`src/rtl/add_not_pkg.sv`:
```
// Shared constants for the add/NOT ALU slice: select encodings and default width.
package add_not_pkg;

  localparam logic        SEL_ADD       = 1'b0;
  localparam logic        SEL_NOT       = 1'b1;
  localparam int unsigned DEFAULT_WIDTH = 32;

endpackage

```
`src/rtl/full_adder.sv`:
```
// One-bit full adder cell; chained by add_not_alu into a ripple-carry adder.
module full_adder (
  input  logic a,
  input  logic b,
  input  logic cin,
  output logic sum,
  output logic cout
);

  assign sum  = a ^ b ^ cin;
  assign cout = (a & b) | (cin & (a ^ b));

endmodule

```
`src/rtl/add_not_alu.sv`:
```
// Two-function ALU slice: ripple-carry add with carry-out, or bitwise NOT of a.
// The result and carry are registered; reset clears both asynchronously.
module add_not_alu
  import add_not_pkg::*;
#(
  parameter int unsigned WIDTH = DEFAULT_WIDTH
) (
  input  logic             clk,
  input  logic             rst,
  input  logic [WIDTH-1:0] a,
  input  logic [WIDTH-1:0] b,
  input  logic             select,
  output logic [WIDTH-1:0] mux,
  output logic             cout
);

  logic [WIDTH:0]   carry;
  logic [WIDTH-1:0] add_res;
  logic [WIDTH-1:0] next_mux;
  logic             next_cout;

  assign carry[0] = 1'b0;

  for (genvar i = 0; i < WIDTH; i++) begin : g_ripple
    full_adder u_fa (
      .a    (a[i]),
      .b    (b[i]),
      .cin  (carry[i]),
      .sum  (add_res[i]),
      .cout (carry[i+1])
    );
  end

  // NOT path never looks at b, so an unknown b cannot reach the result.
  always_comb begin
    next_mux  = add_res;
    next_cout = carry[WIDTH];
    if (select == SEL_NOT) begin
      next_mux  = ~a;
      next_cout = 1'b0;
    end
  end

  always_ff @(posedge clk or posedge rst) begin
    if (rst) begin
      mux  <= '0;
      cout <= 1'b0;
    end else begin
      mux  <= next_mux;
      cout <= next_cout;
    end
  end

endmodule

```
`config.mk`:
```
export PLATFORM = sky130hd
export DESIGN_NAME = add_not_alu
export DESIGN_NICKNAME = d
export VERILOG_FILES = /design/src/rtl/add_not_pkg.sv /design/src/rtl/full_adder.sv /design/src/rtl/add_not_alu.sv
export SDC_FILE = /design/constraint.sdc
export NUM_CORES = 1
export LEC_CHECK = 0
export ABC_AREA = 1
export CELL_PAD_IN_SITES_DETAIL_PLACEMENT = 0
export CELL_PAD_IN_SITES_GLOBAL_PLACEMENT = 2
export CORE_ASPECT_RATIO = 1.2
export CORE_UTILIZATION = 21
export CTS_CLUSTER_DIAMETER = 80
export DETAILED_ROUTE_END_ITERATION = 8
export PLACE_DENSITY_LB_ADDON = 0.08
export SLEW_MARGIN = 40
export SYNTH_ARGS = -nofsm -noshare
export SYNTH_HDL_FRONTEND = slang
export SYNTH_HIERARCHICAL = 1
export SYNTH_SLANG_ARGS = --single-unit
```
`constraint.sdc`:
```
create_clock -name clk -period 0.9 [get_ports clk]
set_input_delay 0.18 -clock clk [delete_from_list [all_inputs] [get_ports clk]]
set_output_delay 0.18 -clock clk [all_outputs]
set_load 0.05 [all_outputs]
```
After elaboration in Yosys (flattened, before gate mapping)
Cells that the tools add are included.
{"block": "op_classes", "add_sub_neg": 0, "mul": 0, "div": 0, "order_cmp": 0, "n_eq_ne": 0, "n_shift": 0, "mux": 2, "bitwise": 158, "reduce_logical": 0}
{"cell": "bitwise AND 1 bit", "n": 63}
{"cell": "XOR 1 bit", "n": 63}
{"cell": "2-to-1 mux 32 bit", "n": 1}
{"cell": "NOT 32 bit", "n": 1}
{"cell": "bitwise OR 1 bit", "n": 31}
{"cell": "2-to-1 mux 1 bit", "n": 1}
{"block": "word_totals", "regBits": 33, "latch_bits": 0, "ramBits": 0, "rom_bits": 0, "out_inout_bits": 33, "word_cells": 162, "n_memories": 0}

Depth between registers and ports, before layout
Gate-level depths: netlist (run 1).
{"block": "depth", "depth_word": 64, "mapped_depth": 34, "ltp_nobuf": 34}

By module
Netlist (run 1), hierarchy kept.
{"module": "add_not_alu", "instances": 1, "cells_each": 173, "area_each_um2": 1447.6}
{"module": "full_adder", "instances": 32, "cells_each": 1, "area_each_um2": 20.0}

Worst setup path after synthesis (run 1)
Ideal clock, no wire load.
{"block": "synth_path", "path_kind": "input to register", "start": "in a[0]", "end": "reg mux[31]", "setup_time_ps": 117, "arrival_time_ps": 12521, "required_ps": 783, "setup_slack_ps": -11737, "cell_stages": 34, "path_buffers": 0, "cell_sequence": "fa_1 -> fa_1 -> fa_1 -> fa_1 -> fa_1 -> fa_1 -> fa_1 -> fa_1 -> fa_1 -> fa_1 -> fa_1 -> fa_1 -> fa_1 -> fa_1 -> fa_1 -> fa_1 -> fa_1 -> fa_1 -> fa_1 -> fa_1 -> fa_1 -> fa_1 -> fa_1 -> fa_1 -> fa_1 -> fa_1 -> fa_1 -> fa_1 -> fa_1 -> fa_1 -> fa_1 -> fa_1 -> nand2_1 -> nand2_1"}
{"block": "synth_between", "elab_chain_cells": 63}
{"item": "start: declaration", "line_no": "add_not_alu.sv:10", "text": "input logic [WIDTH-1:0] a,"}
{"item": "bitwise AND 1 bit (2 in a row)", "line_no": "full_adder.sv:11", "text": "assign cout = (a & b) | (cin & (a ^ b));"}
{"item": "bitwise OR 1 bit", "line_no": "full_adder.sv:11"}
{"item": "named net carry[2]", "line_no": "add_not_alu.sv:17", "text": "logic [WIDTH:0] carry;"}
{"item": "bitwise AND 1 bit", "line_no": "full_adder.sv:11"}
{"item": "bitwise OR 1 bit", "line_no": "full_adder.sv:11"}
{"item": "named net carry[3]", "line_no": "add_not_alu.sv:17"}
{"item": "bitwise AND 1 bit", "line_no": "full_adder.sv:11"}
{"item": "bitwise OR 1 bit", "line_no": "full_adder.sv:11"}
{"item": "named net carry[4]", "line_no": "add_not_alu.sv:17"}
{"item": "(+2 left out)"}
{"item": "named net carry[5]", "line_no": "add_not_alu.sv:17"}
{"item": "(+2 left out)"}
{"item": "named net carry[6]", "line_no": "add_not_alu.sv:17"}
{"item": "(+2 left out)"}
{"item": "named net carry[7]", "line_no": "add_not_alu.sv:17"}
{"item": "(+2 left out)"}
{"item": "named net carry[8]", "line_no": "add_not_alu.sv:17"}
{"item": "(+2 left out)"}
{"item": "named net carry[9]", "line_no": "add_not_alu.sv:17"}
{"item": "(+2 left out)"}
{"item": "named net carry[10]", "line_no": "add_not_alu.sv:17"}
{"item": "(+2 left out)"}
{"item": "named net carry[11]", "line_no": "add_not_alu.sv:17"}
{"item": "(+2 left out)"}
{"item": "named net carry[12]", "line_no": "add_not_alu.sv:17"}
{"item": "(+2 left out)"}
{"item": "named net carry[13]", "line_no": "add_not_alu.sv:17"}
{"item": "(+2 left out)"}
{"item": "named net carry[14]", "line_no": "add_not_alu.sv:17"}
{"item": "(+2 left out)"}
{"item": "named net carry[15]", "line_no": "add_not_alu.sv:17"}
{"item": "(+2 left out)"}
{"item": "named net carry[16]", "line_no": "add_not_alu.sv:17"}
{"item": "(+2 left out)"}
{"item": "named net carry[17]", "line_no": "add_not_alu.sv:17"}
{"item": "(+2 left out)"}
{"item": "named net carry[18]", "line_no": "add_not_alu.sv:17"}
{"item": "(+2 left out)"}
{"item": "named net carry[19]", "line_no": "add_not_alu.sv:17"}
{"item": "(+2 left out)"}
{"item": "named net carry[20]", "line_no": "add_not_alu.sv:17"}
{"item": "(+2 left out)"}
{"item": "named net carry[21]", "line_no": "add_not_alu.sv:17"}
{"item": "(+2 left out)"}
{"item": "named net carry[22]", "line_no": "add_not_alu.sv:17"}
{"item": "(+2 left out)"}
{"item": "named net carry[23]", "line_no": "add_not_alu.sv:17"}
{"item": "(+2 left out)"}
{"item": "named net carry[24]", "line_no": "add_not_alu.sv:17"}
{"item": "(+2 left out)"}
{"item": "named net carry[25]", "line_no": "add_not_alu.sv:17"}
{"item": "(+2 left out)"}
{"item": "named net carry[26]", "line_no": "add_not_alu.sv:17"}
{"item": "(+2 left out)"}
{"item": "named net carry[27]", "line_no": "add_not_alu.sv:17"}
{"item": "(+2 left out)"}
{"item": "named net carry[28]", "line_no": "add_not_alu.sv:17"}
{"item": "(+2 left out)"}
{"item": "named net carry[29]", "line_no": "add_not_alu.sv:17"}
{"item": "(+2 left out)"}
{"item": "named net carry[30]", "line_no": "add_not_alu.sv:17"}
{"item": "bitwise AND 1 bit", "line_no": "full_adder.sv:11"}
{"item": "bitwise OR 1 bit", "line_no": "full_adder.sv:11"}
{"item": "named net carry[31]", "line_no": "add_not_alu.sv:17"}
{"item": "XOR 1 bit", "line_no": "full_adder.sv:10", "text": "assign sum = a ^ b ^ cin;"}
{"item": "named net add_res[31]", "line_no": "add_not_alu.sv:18", "text": "logic [WIDTH-1:0] add_res;"}
{"item": "2-to-1 mux 32 bit", "line_no": "add_not_alu.sv:38", "text": "if (select == SEL_NOT) begin"}
{"item": "named net next_mux[31]", "line_no": "add_not_alu.sv:19", "text": "logic [WIDTH-1:0] next_mux;"}
{"item": "end signal: assignment", "line_no": "add_not_alu.sv:49", "text": "mux <= next_mux;"}
{"item": "end: declaration", "line_no": "add_not_alu.sv:13", "text": "output logic [WIDTH-1:0] mux,"}
The timed path passes the listed nets, and every way through them passes these cells.

Worst setup path after layout (run 1)
{"block": "layout_path", "start": "in a[0]", "end": "reg mux[31]"}
{"block": "layout_between", "elab_chain_cells": 63}
{"item": "bitwise AND 1 bit", "line_no": "full_adder.sv:11"}
{"item": "named net carry[1]", "line_no": "add_not_alu.sv:17"}
{"item": "bitwise AND 1 bit", "line_no": "full_adder.sv:11"}
{"item": "bitwise OR 1 bit", "line_no": "full_adder.sv:11"}
{"item": "named net carry[2]", "line_no": "add_not_alu.sv:17"}
{"item": "bitwise AND 1 bit", "line_no": "full_adder.sv:11"}
{"item": "bitwise OR 1 bit", "line_no": "full_adder.sv:11"}
{"item": "named net carry[3]", "line_no": "add_not_alu.sv:17"}
{"item": "(+2 left out)"}
{"item": "named net carry[4]", "line_no": "add_not_alu.sv:17"}
{"item": "(+2 left out)"}
{"item": "named net carry[5]", "line_no": "add_not_alu.sv:17"}
{"item": "(+2 left out)"}
{"item": "named net carry[6]", "line_no": "add_not_alu.sv:17"}
{"item": "(+2 left out)"}
{"item": "named net carry[7]", "line_no": "add_not_alu.sv:17"}
{"item": "(+2 left out)"}
{"item": "named net carry[8]", "line_no": "add_not_alu.sv:17"}
{"item": "(+2 left out)"}
{"item": "named net carry[9]", "line_no": "add_not_alu.sv:17"}
{"item": "(+2 left out)"}
{"item": "named net carry[10]", "line_no": "add_not_alu.sv:17"}
{"item": "(+2 left out)"}
{"item": "named net carry[11]", "line_no": "add_not_alu.sv:17"}
{"item": "(+2 left out)"}
{"item": "named net carry[12]", "line_no": "add_not_alu.sv:17"}
{"item": "(+2 left out)"}
{"item": "named net carry[13]", "line_no": "add_not_alu.sv:17"}
{"item": "(+2 left out)"}
{"item": "named net carry[14]", "line_no": "add_not_alu.sv:17"}
{"item": "(+2 left out)"}
{"item": "named net carry[15]", "line_no": "add_not_alu.sv:17"}
{"item": "(+2 left out)"}
{"item": "named net carry[16]", "line_no": "add_not_alu.sv:17"}
{"item": "(+2 left out)"}
{"item": "named net carry[17]", "line_no": "add_not_alu.sv:17"}
{"item": "(+2 left out)"}
{"item": "named net carry[18]", "line_no": "add_not_alu.sv:17"}
{"item": "(+2 left out)"}
{"item": "named net carry[19]", "line_no": "add_not_alu.sv:17"}
{"item": "(+2 left out)"}
{"item": "named net carry[20]", "line_no": "add_not_alu.sv:17"}
{"item": "(+2 left out)"}
{"item": "named net carry[21]", "line_no": "add_not_alu.sv:17"}
{"item": "(+2 left out)"}
{"item": "named net carry[22]", "line_no": "add_not_alu.sv:17"}
{"item": "(+2 left out)"}
{"item": "named net carry[23]", "line_no": "add_not_alu.sv:17"}
{"item": "(+2 left out)"}
{"item": "named net carry[24]", "line_no": "add_not_alu.sv:17"}
{"item": "(+2 left out)"}
{"item": "named net carry[25]", "line_no": "add_not_alu.sv:17"}
{"item": "(+2 left out)"}
{"item": "named net carry[26]", "line_no": "add_not_alu.sv:17"}
{"item": "(+2 left out)"}
{"item": "named net carry[27]", "line_no": "add_not_alu.sv:17"}
{"item": "(+2 left out)"}
{"item": "named net carry[28]", "line_no": "add_not_alu.sv:17"}
{"item": "(+2 left out)"}
{"item": "named net carry[29]", "line_no": "add_not_alu.sv:17"}
{"item": "(+2 left out)"}
{"item": "named net carry[30]", "line_no": "add_not_alu.sv:17"}
{"item": "bitwise AND 1 bit", "line_no": "full_adder.sv:11"}
{"item": "bitwise OR 1 bit", "line_no": "full_adder.sv:11"}
{"item": "named net carry[31]", "line_no": "add_not_alu.sv:17"}
{"item": "XOR 1 bit", "line_no": "full_adder.sv:10"}
{"item": "named net add_res[31]", "line_no": "add_not_alu.sv:18"}
{"item": "2-to-1 mux 32 bit", "line_no": "add_not_alu.sv:38"}
{"item": "named net next_mux[31]", "line_no": "add_not_alu.sv:19"}
The timed path passes the listed nets, and every way through them passes these cells.

==> key figures, run 1 <==
Run status
  – Status: finished with violations
  – Failing checks: setup timing

Power and ir drop
  – Logic gate share of total power: 42.2%
  – Pint: around 0.0042 W
  – Clock share of power: 28.6%
  – LEAKAGE: roughly 1.8 nW
  – Flop pwr share: just under 30%
  – Pwr Density: around 1700 nW/µm²
  – Maximum VDD drop: 0.000666 V
  – Net Switching: 0.00211 W
  – Net Sw Frac: 33.5%

Detailed routing
  – Drt pass-1 iters: 4
  – Starting DRT DRC Count: 29
  – Vias: 1,608
  – DR WL/cell: 12.6 µm
  – DRT Wirelength: ~5.5 mm
  – Routed Antenna Nets: 0
  – Post-route DRC: 0
  – Vias per inst: 3.68

Synth
  – Post-synth top cells: 85 x nand2_1, 34 x inv_1, 33 x dfrtp_1, 32 x fa_1, 11 x nand2_2
  – Synth area leaders: dfrtp_1 40%, fa_1 31%, nand2_1 15%, inv_1 6.1%, nand2_2 3.3%
  – Syn. warnings: 6
  – Register area share after synthesis: between 30% and 40%
  – Syn Nets: around 300
  – Synth top area share: around two fifths
  – Synth Instances: 205
  – #FFs+latches synth: 33
  – Netlist cell types: 10
  – Top-count cell post-synth: nand2_1
  – Largest area contributor in the netlist: dfrtp_1
  – FFs w/ async S/R, synth: 100%
  – Average cell area after synthesis: approximately 10 µm²
  – Top FF cell, synth: dfrtp_1
  – Post-synth EDFFs: 0
  – Post-synthesis cell area: between 2000 and 2500 µm²

Place
  – Pre-CTS WS: -11.35 ns
  – Final GP Congestion: about 0.66
  – I/O Buffers: 99
  – DP Wirelength: 4.33 mm

Worst setup path
  – CP startpoint: a[0]
  – Critical Path Start Type: primary input
  – Cell family with most CP delay: adder cells
  – CP Class: primary input to flip-flop
  – Stages on worst setup path: 35
  – Critical Path Slowest Stage Cell: fa_2
  – Worst setup EP type: flip-flop
  – CP most frequent cell: fa_2
  – Worst Path Max Fanout: 2
  – Buf/Inv on CP: 1
  – Crit-path max cell delay: around 0.52 ns
  – WP data arrival: between 10 and 15 ns
  – Worst setup path end: mux[31]
  – WP data required: around 1.1 ns

Clock network
  – Clk sinks: 33
  – Clk slew on worst S/H paths: around 0.050 ns
  – Total CTS buffers: 5
  – Root buf cell: clkbuf_16
  – CTS tree: done
  – Cts hold-fix bufs: 0
  – H-tree lvl count: 2
  – Maximum clock path buffer count: 2

Cells and area
  – FF+latch area: slightly above 800 µm²
  – N_diodes: 0
  – Area grow syn2layout: 82.5%
  – Ratio of cells with drive above 1 in the final layout: 31.5%
  – Area of the multi-input gates: about 1100 µm²
  – Fillcell total: approximately 920
  – Nets: roughly 410

Die
  – Die height: 111 µm
  – Die Span X: a little over 90 µm
  – Ports: 100
  – Core box area: 9610 µm²
  – Rows: 39
  – Starting Density: 21.7%
  – Die area: ~10,000 µm²

Global routing
  – GRT Total Usage: roughly an eighth
  – Largest net degree at the start of global routing: 34
  – Initial antenna violation count: 0
  – Vias in the first global route: about 1.9k
  – First-pass GRT wire length: 9.40 mm
  – Total grt overflow: 0

Timing
  – Min Tclk post-route: 11.58 ns
  – Final Max Slew Viols: 0
  – TNS Setup: -182.78 ns
  – Final hold viol count: 0
  – Setup WS post-layout: -10.68 ns
  – F_max: about 0.086 GHz
  – Final setup fails: 65
  – RSZ-0062 raised after global routing: true
  – Tcrit/Tclk final: 1290%

Flow run
  – Maxcap violations: 0

Worst hold path
  – Hold/Removal Path Class: primary input to flip-flop
==> cell usage in the layout, fill, tap and decap left out <==
cell type / Yosys / layout
conb_1: 1 / 1
inv_8: 1 / 1
clkbuf_16: 0 / 5
fa_2: 0 / 32
nor2_2: 0 / 1
dfrtp_1: 33 / 33
buf_6: 6 / 1
buf_2: 0 / 2
clkbuf_8: 0 / 2
buf_12: 1 / 36
inv_2: 0 / 1
buf_4: 0 / 6
inv_1: 34 / 33
dlygate4sd2_1: 0 / 1
nand2_1: 85 / 85
nand2_2: 11 / 11
clkdlybuf4s50_1: 0 / 62
clkinv_2: 0 / 1
==> through the flow <==
step                utilization [%]  instance area [µm²]  hold WS [ns]  instances  total power, W
global placement               38.0                 3650         0.572        429         0.00457
global route                   39.6                 3810         0.215        437         0.00667
CTS                            39.6                 3810         0.176        437         0.00646
floorplan                         -                 2170         0.309        205         0.00306
detailed placement             38.0                 3650         0.560        429         0.00458
finish                         39.6                 3810         0.175        437         0.00631
==> worst min-delay path by stage <==
| stage | startpoint | to | cells past startpoint |
|---|---|---|---|
| 2_1_floorplan | rst | cout | 1 |
| 3_3_place_gp | rst | mux[13] | 3 |
| 3_5_place_dp | rst | mux[11] | 3 |
| 4_1_cts | a[0] | mux[0] | 4 |
| 5_1_grt | a[0] | mux[0] | 4 |
| 6_report | a[0] | mux[0] | 4 |
==> what timing repair did <==
action	4_1_cts	5_1_grt
resized for setup	12	1
buffers inserted	0	0
setup endpoints to repair	66	65
==> cells by family (layout without fill, tap and decap cells) <==
kind of cell	after synthesis	in the layout	synth area share [%]
adder cells (fa/ha/maj)	32	32	30.7
buffers and inverters	42	151	10.8
flip-flops	33	33	39.5
other	1	1	0.180
AND/OR/NAND/NOR	97	97	18.8
==> cell type report <==
class | count | share of cell area, %
Tap cell | 123 | 4.04
Multi-Input combinational cell | 130 | 29.3
Timing Repair Buffer | 108 | 37.2
Clock inverter | 1 | 0.131
Inverter | 35 | 3.64
Clock buffer | 7 | 4.01
Sequential cell | 33 | 21.7
==> flip-flops by register name (all words and copies together) (netlist names) <==
signal  flops
mux        32
cout        1
==> power groups by stage <==
stage	clock, W	combinational (W)	sequential, W
final	0.00181	0.00266	0.00184
after global routing	0.00194	0.00287	0.00186
after CTS	0.00189	0.00271	0.00185
after detailed placement	0	0.00271	0.00187
after global placement	0	0.00270	0.00187
after floorplan	0	0.000600	0.00246
==> layer usage <==
metal / up-vias / routed length, µm / track usage (%) / part of all wire [%]
li1: 789 / - / - / -
met1: 755 / 2080 / 13.4 / 38
met2: 59 / 2950 / 21.5 / 54
met3: 5 / 377 / 3.43 / 6.9
met4: 0 / 92 / 4.00 / 1.7
met5: - / 0 / 0 / 0
(Power assumes the default switching activity.)
==> run 2: changes to the inputs <==
- CORE_MARGIN: not set -> 2
==> run 2 against run 1 <==
  * Critical path depth unchanged
  * Die area grew 4.0%
  * Final cell count shrank 0.46%
  * Hold slack worse by 0.0032 ns
  * Combinational power about the same
  * The run still ends with setup timing left
  * Sequential power is essentially flat
  * Highest routed layer unchanged
==> key figures, run 2 (same netlist as run 1, synthesis figures left out) <==
Cells and area
  – Number of flip-flops under the largest register name: 32
  – Largest reg by FF count: mux
  – Nets: between 400 and 500
  – Fillcell total: between 900 and 1k
  – Ratio of cells with drive above 1 in the final layout: a little under a third
  – Most common cell after layout, fill and taps aside: nand2_1
  – Finished layout cell area: ~3800 µm²
  – Layout Utilization: about two fifths
  – N_diodes: 0
  – Commonest cells after routing, fill and taps aside: 83 x nand2_1, 62 x clkdlybuf4s50_1, 36 x buf_12, 33 x inv_1, 33 x dfrtp_1
  – Area grow syn2layout: 81.0%
  – Biggest regs: mux x32, cout x1

Detailed routing
  – Routed Antenna Nets: 0
  – Drt pass-1 iters: 2
  – Vias per inst: roughly 3.7
  – Starting DRT DRC Count: 11
  – DRT Wirelength: between 5 and 6 mm
  – DR WL/cell: roughly 13 µm
  – Vias: approximately 1.6k
  – Post-route DRC: 0

Place
  – Final GP Congestion: between 0.7 and 0.8
  – Placed cell areas: 3640 µm²
  – I/O Buffers: between 90 and 100
  – DP Wirelength: 4.27 mm

Die
  – Die height: approximately 110 µm
  – Ports: 100
  – Rows: 39
  – Die area: 10,800 µm²
  – Core box area: between 9000 and 10,000 µm²
  – Starting Density: ~22%
  – Die Span X: 95.0 µm

Run status
  – Failing checks: setup timing
  – Status: finished with violations

Timing
  – TNS Setup: -182.15 ns
  – Setup WS post-layout: -10.66 ns
  – Final hold viol count: 0
  – Tcrit/Tclk final: 1280%
  – Final Max Slew Viols: 0
  – Final setup fails: 65
  – F_max: around 0.087 GHz
  – Worst hold slack: around 0.17 ns
  – RSZ-0062 raised after global routing: true
  – Min Tclk post-route: roughly 12 ns

Clock network
  – Cts hold-fix bufs: 0
  – H-tree lvl count: 2
  – Maximum clock path buffer count: 2
  – Total CTS buffers: 5
  – Root buf cell: clkbuf_16
  – Clk slew on worst S/H paths: 0.05 ns
  – Postcts setup bufs: 0
  – Clk sinks: 33
  – CTS tree: done

Global routing
  – Largest net degree at the start of global routing: 34
  – Met1 Usage GRT: around an eighth
  – Global routing usage on met3: 3.40%
  – GRT Total Usage: roughly 11%
  – Initial antenna violation count: 0
  – Most used routing layer: met2
  – Met2 Usage GRT: about 20%
  – Vias in the first global route: ~1.8k
  – Total grt overflow: 0
  – First-pass GRT wire length: ~9.0 mm

Power and ir drop
  – Power, Total: 0.00613 W
  – Maximum VDD drop: about 0.00066 V
  – Pwr Density: 1620 nW/µm²
  – LEAKAGE: 1.76 nW

Worst setup path
  – WP data arrival: roughly 12 ns
  – Crit-path max cell delay: 0.52 ns
  – CP Class: primary input to flip-flop
  – Critical Path Start Type: primary input
  – WP data required: ~1.1 ns
  – CP most frequent cell: fa_2
  – Worst Path Max Fanout: 2
  – Worst setup EP type: flip-flop
  – Critical Path Slowest Stage Cell: fa_2

Worst hold path
  – Hold/Removal Path Class: primary input to flip-flop

Flow run
  – Maxcap violations: 0
[run 2: cell types whose count changed in the layout (fill, tap and decap cells not counted), sizes merged]
cell / delta
buf: -2
clkbuf: +1
clkinv: -1
[run 2: final cells by class]
type	instances	area, µm²	area share (%)
multi-input cells	130	1120	29.7
inverters	35	139	3.67
repair buffers	106	1400	37.1
flip-flops and latches	33	826	21.8
well taps	123	154	4.07
clock buffers	8	136	3.61
[run 2: worst paths after layout]
path | depth (start not counted) | to | start | slack (ns)
max in group asynchronous | 3 | mux[26] | rst | 0.45
hold / removal | 4 | mux[0] | a[0] | 0.17
min in group asynchronous | 3 | mux[15] | rst | 0.26
setup / recovery | 35 | mux[31] | a[0] | -10.66
[run 2: critical path: cells and delay by family]
family                     cells  cell delay (ns)
adders and majority gates     32            11.39
buffers and inverters          1             0.10
and+or+nand+nor                2             0.12
[run 2: repair_timing]
action / in CTS / in global routing
gates resized for setup: 12 / 3
endpoints found under the setup margin: 66 / 65
pin swaps: 0 / 2
[run 2: power breakdown]
part           leakage [nW]  switching, W  total [W]  internal [W]
registers             0.396      0.000167    0.00185       0.00168
logic                  1.30       0.00130    0.00264       0.00134
clock network        0.0652      0.000616    0.00165       0.00103
total                  1.76       0.00208    0.00613       0.00405
[run 2: routing by layer]
metal | vias to the layer above | wire length, µm
li1 | 783 | -
met1 | 757 | 2080
met2 | 59 | 2930
met3 | 5 | 422
met4 | 0 | 57
met5 | - | 0
[run 2: through the flow]
stage                     setup slack (ns)  instances
after global placement              -11.24        427
after detailed placement            -11.30        427
after floorplan                     -10.51        205
after global routing                -10.94        435
final                               -10.66        435
after CTS                           -10.71        435
==> run 3: changes to the inputs <==
- CORE_UTILIZATION: 21 -> 24
- clock period: 0.9 -> 12.85 ns (I/O delays scaled with it)
==> run 3 against run 2 <==
  * Highest routed layer unchanged
  * Sequential share of layout area is 3.1 points higher
  * Largest cell class is now multi-input combinational cells
  * Combinational power is 94% lower
  * Critical path depth stayed put
  * The flow still finishes with violations (setup timing)
  * Global-route usage is 0.54 points higher
==> key figures, run 3 (same netlist as run 1, synthesis figures left out) <==
Power and ir drop
  – Net Sw Frac: a little under two fifths
  – Clock share of power: 21.9%
  – Maximum VDD drop: roughly 0.000035 V
  – LEAKAGE: 1.52 nW
  – Pint: ~0.00022 W
  – Logic gate share of total power: between 40% and 50%
  – Pwr Density: 106 nW/µm²
  – Flop pwr share: about a third
  – Net Switching: 0.000133 W

Global routing
  – Met1 Usage GRT: 12.0%
  – Initial antenna violation count: 0
  – GRT Total Usage: a little under an eighth
  – Vias in the first global route: about 1.8k
  – Most used routing layer: met2
  – First-pass GRT wire length: roughly 8.4 mm
  – Global routing usage on met3: 4.04%
  – Met2 Usage GRT: a little over a fifth
  – Largest net degree at the start of global routing: 35
  – Total grt overflow: 0

Worst setup path
  – Buf/Inv on CP: 1
  – Worst setup EP type: flip-flop
  – Crit-path max cell delay: 0.52 ns
  – CP most frequent cell: fa_2
  – CP Class: primary input to flip-flop
  – Critical Path Start Type: primary input
  – Critical Path Slowest Stage Cell: fa_2
  – Worst Path Max Fanout: 1
  – WP data arrival: around 14 ns
  – Cell family with most CP delay: adder cells
  – WP data required: ~13 ns

Detailed routing
  – Routed Antenna Nets: 0
  – DR WL/cell: ~12 µm
  – DRT Wirelength: between 5 and 6 mm
  – Vias: about 1.6k
  – Drt pass-1 iters: 3
  – Vias per inst: between 3 and 4
  – Post-route DRC: 0
  – Starting DRT DRC Count: 28

Timing
  – F_max: between 0.07 and 0.08 GHz
  – Min Tclk post-route: ~14 ns
  – Tightest Pin Transition: 0.747 ns
  – Final Max Slew Viols: 0
  – Max_slew headroom: 50.2%
  – RSZ-0062 raised after global routing: true
  – TNS Setup: -3.24 ns
  – Tcrit/Tclk final: 109%
  – Setup WS post-layout: -1.09 ns
  – Final hold viol count: 0
  – Final setup fails: 5

Place
  – Final GP Congestion: approximately 0.69
  – DP Wirelength: 3.93 mm
  – I/O Buffers: 99

Clock network
  – Maximum clock path buffer count: 2
  – Clk sinks: 33
  – Clk slew on worst S/H paths: ~0.070 ns
  – Postcts setup bufs: 0
  – Cts hold-fix bufs: 0
  – CTS tree: done
  – H-tree lvl count: 2
  – Total CTS buffers: 5
  – Root buf cell: clkbuf_8

Cells and area
  – Biggest regs: mux x32, cout x1
  – Number of flip-flops under the largest register name: 32
  – Area grow syn2layout: 58.5%
  – Ratio of cells with drive above 1 in the final layout: 17.9%
  – Layout Utilization: 38.9%
  – Most common cell after layout, fill and taps aside: clkdlybuf4s50_1
  – N_diodes: 0
  – Fillcell total: between 800 and 900
  – Largest reg by FF count: mux
  – Nets: ~400
  – Commonest cells after routing, fill and taps aside: 95 x clkdlybuf4s50_1, 85 x nand2_1, 33 x inv_1, 33 x dfrtp_1, 32 x fa_2

Die
  – Starting Density: around 25%
  – Die height: 106 µm
  – Die Span X: around 89 µm
  – Core box area: roughly 8500 µm²
  – Ports: 100
  – Rows: 37
  – Die area: between 9000 and 10,000 µm²

Worst hold path
  – Hold worst-path end: mux[0]
  – Min-Delay Path Depth: 4
  – Min-Delay Startpoint: a[0]
  – Hold/Removal Path Class: primary input to flip-flop

Run status
  – Failing checks: setup timing
  – Status: finished with violations

Flow run
  – Maxcap violations: 0
[run 3: cell count changes in the layout (fill, tap and decap cells not counted), sizes merged]
cell / previous run / this run
buf: 43 / 5
clkdlybuf4s50: 62 / 95
[run 3: layout make-up]
cell class	count	area (µm²)	share of cell area (%)
multi-input cells	130	1120	33.7
repair buffers	101	1000	30.3
flip-flops and latches	33	826	25.0
well taps	117	146	4.42
inverters	35	139	4.20
clock buffers	8	80.1	2.42
[run 3: per-layer routing]
layer  wire (µm)  vias to the layer above
met4          63                        0
met1        1870                      768
met2        2780                       56
li1            -                      776
met3         401                        5
met5           0                        -
[run 3: worst max-delay path by stage]
stage               to  slack, ns  from  cells past startpoint
6_report       mux[31]      -1.09  b[0]                     35
3_5_place_dp   mux[31]      -1.77  a[0]                     35
2_1_floorplan  mux[31]      -0.95  a[0]                     34
5_1_grt        mux[31]      -1.33  b[0]                     35
3_3_place_gp   mux[31]      -1.67  a[0]                     35
4_1_cts        mux[31]      -1.11  b[0]                     35
[run 3: tightest hold or removal path: stages]
cell and delay [ns]:
buf_6 0.07, inv_1 0.04, nand2_1 0.06, nand2_2 0.05
[run 3: timing repair]
action                                  in CTS  in global routing
gates resized for setup                     13                  0
pin swaps                                    1                  0
endpoints found under the hold margin        0                  0
gates cloned                                 0                  0
endpoints found under the setup margin       6                  5
[run 3: power by group through the flow]
| stage | Clock, W | Combinational, W | Sequential [W] |
|---|---|---|---|
| finish | 0.0000772 | 0.000153 | 0.000121 |
| global placement | 0 | 0.000156 | 0.000123 |
| floorplan | 0 | 0.0000425 | 0.000172 |
| CTS | 0.0000814 | 0.000157 | 0.000121 |
| detailed placement | 0 | 0.000156 | 0.000123 |
| global route | 0.0000861 | 0.000167 | 0.000122 |
[run 3: through the flow]
stage	worst slack (ns)	power, W	cell area (µm²)	hold slack, ns	cells
6_report	-1.09	0.000352	3310	2.54	424
5_1_grt	-1.33	0.000376	3310	2.54	424
4_1_cts	-1.11	0.000359	3310	2.53	424
3_5_place_dp	-1.77	0.000279	3230	3.02	416
3_3_place_gp	-1.67	0.000279	3230	3.03	416
2_1_floorplan	-0.946	0.000215	2170	2.70	205
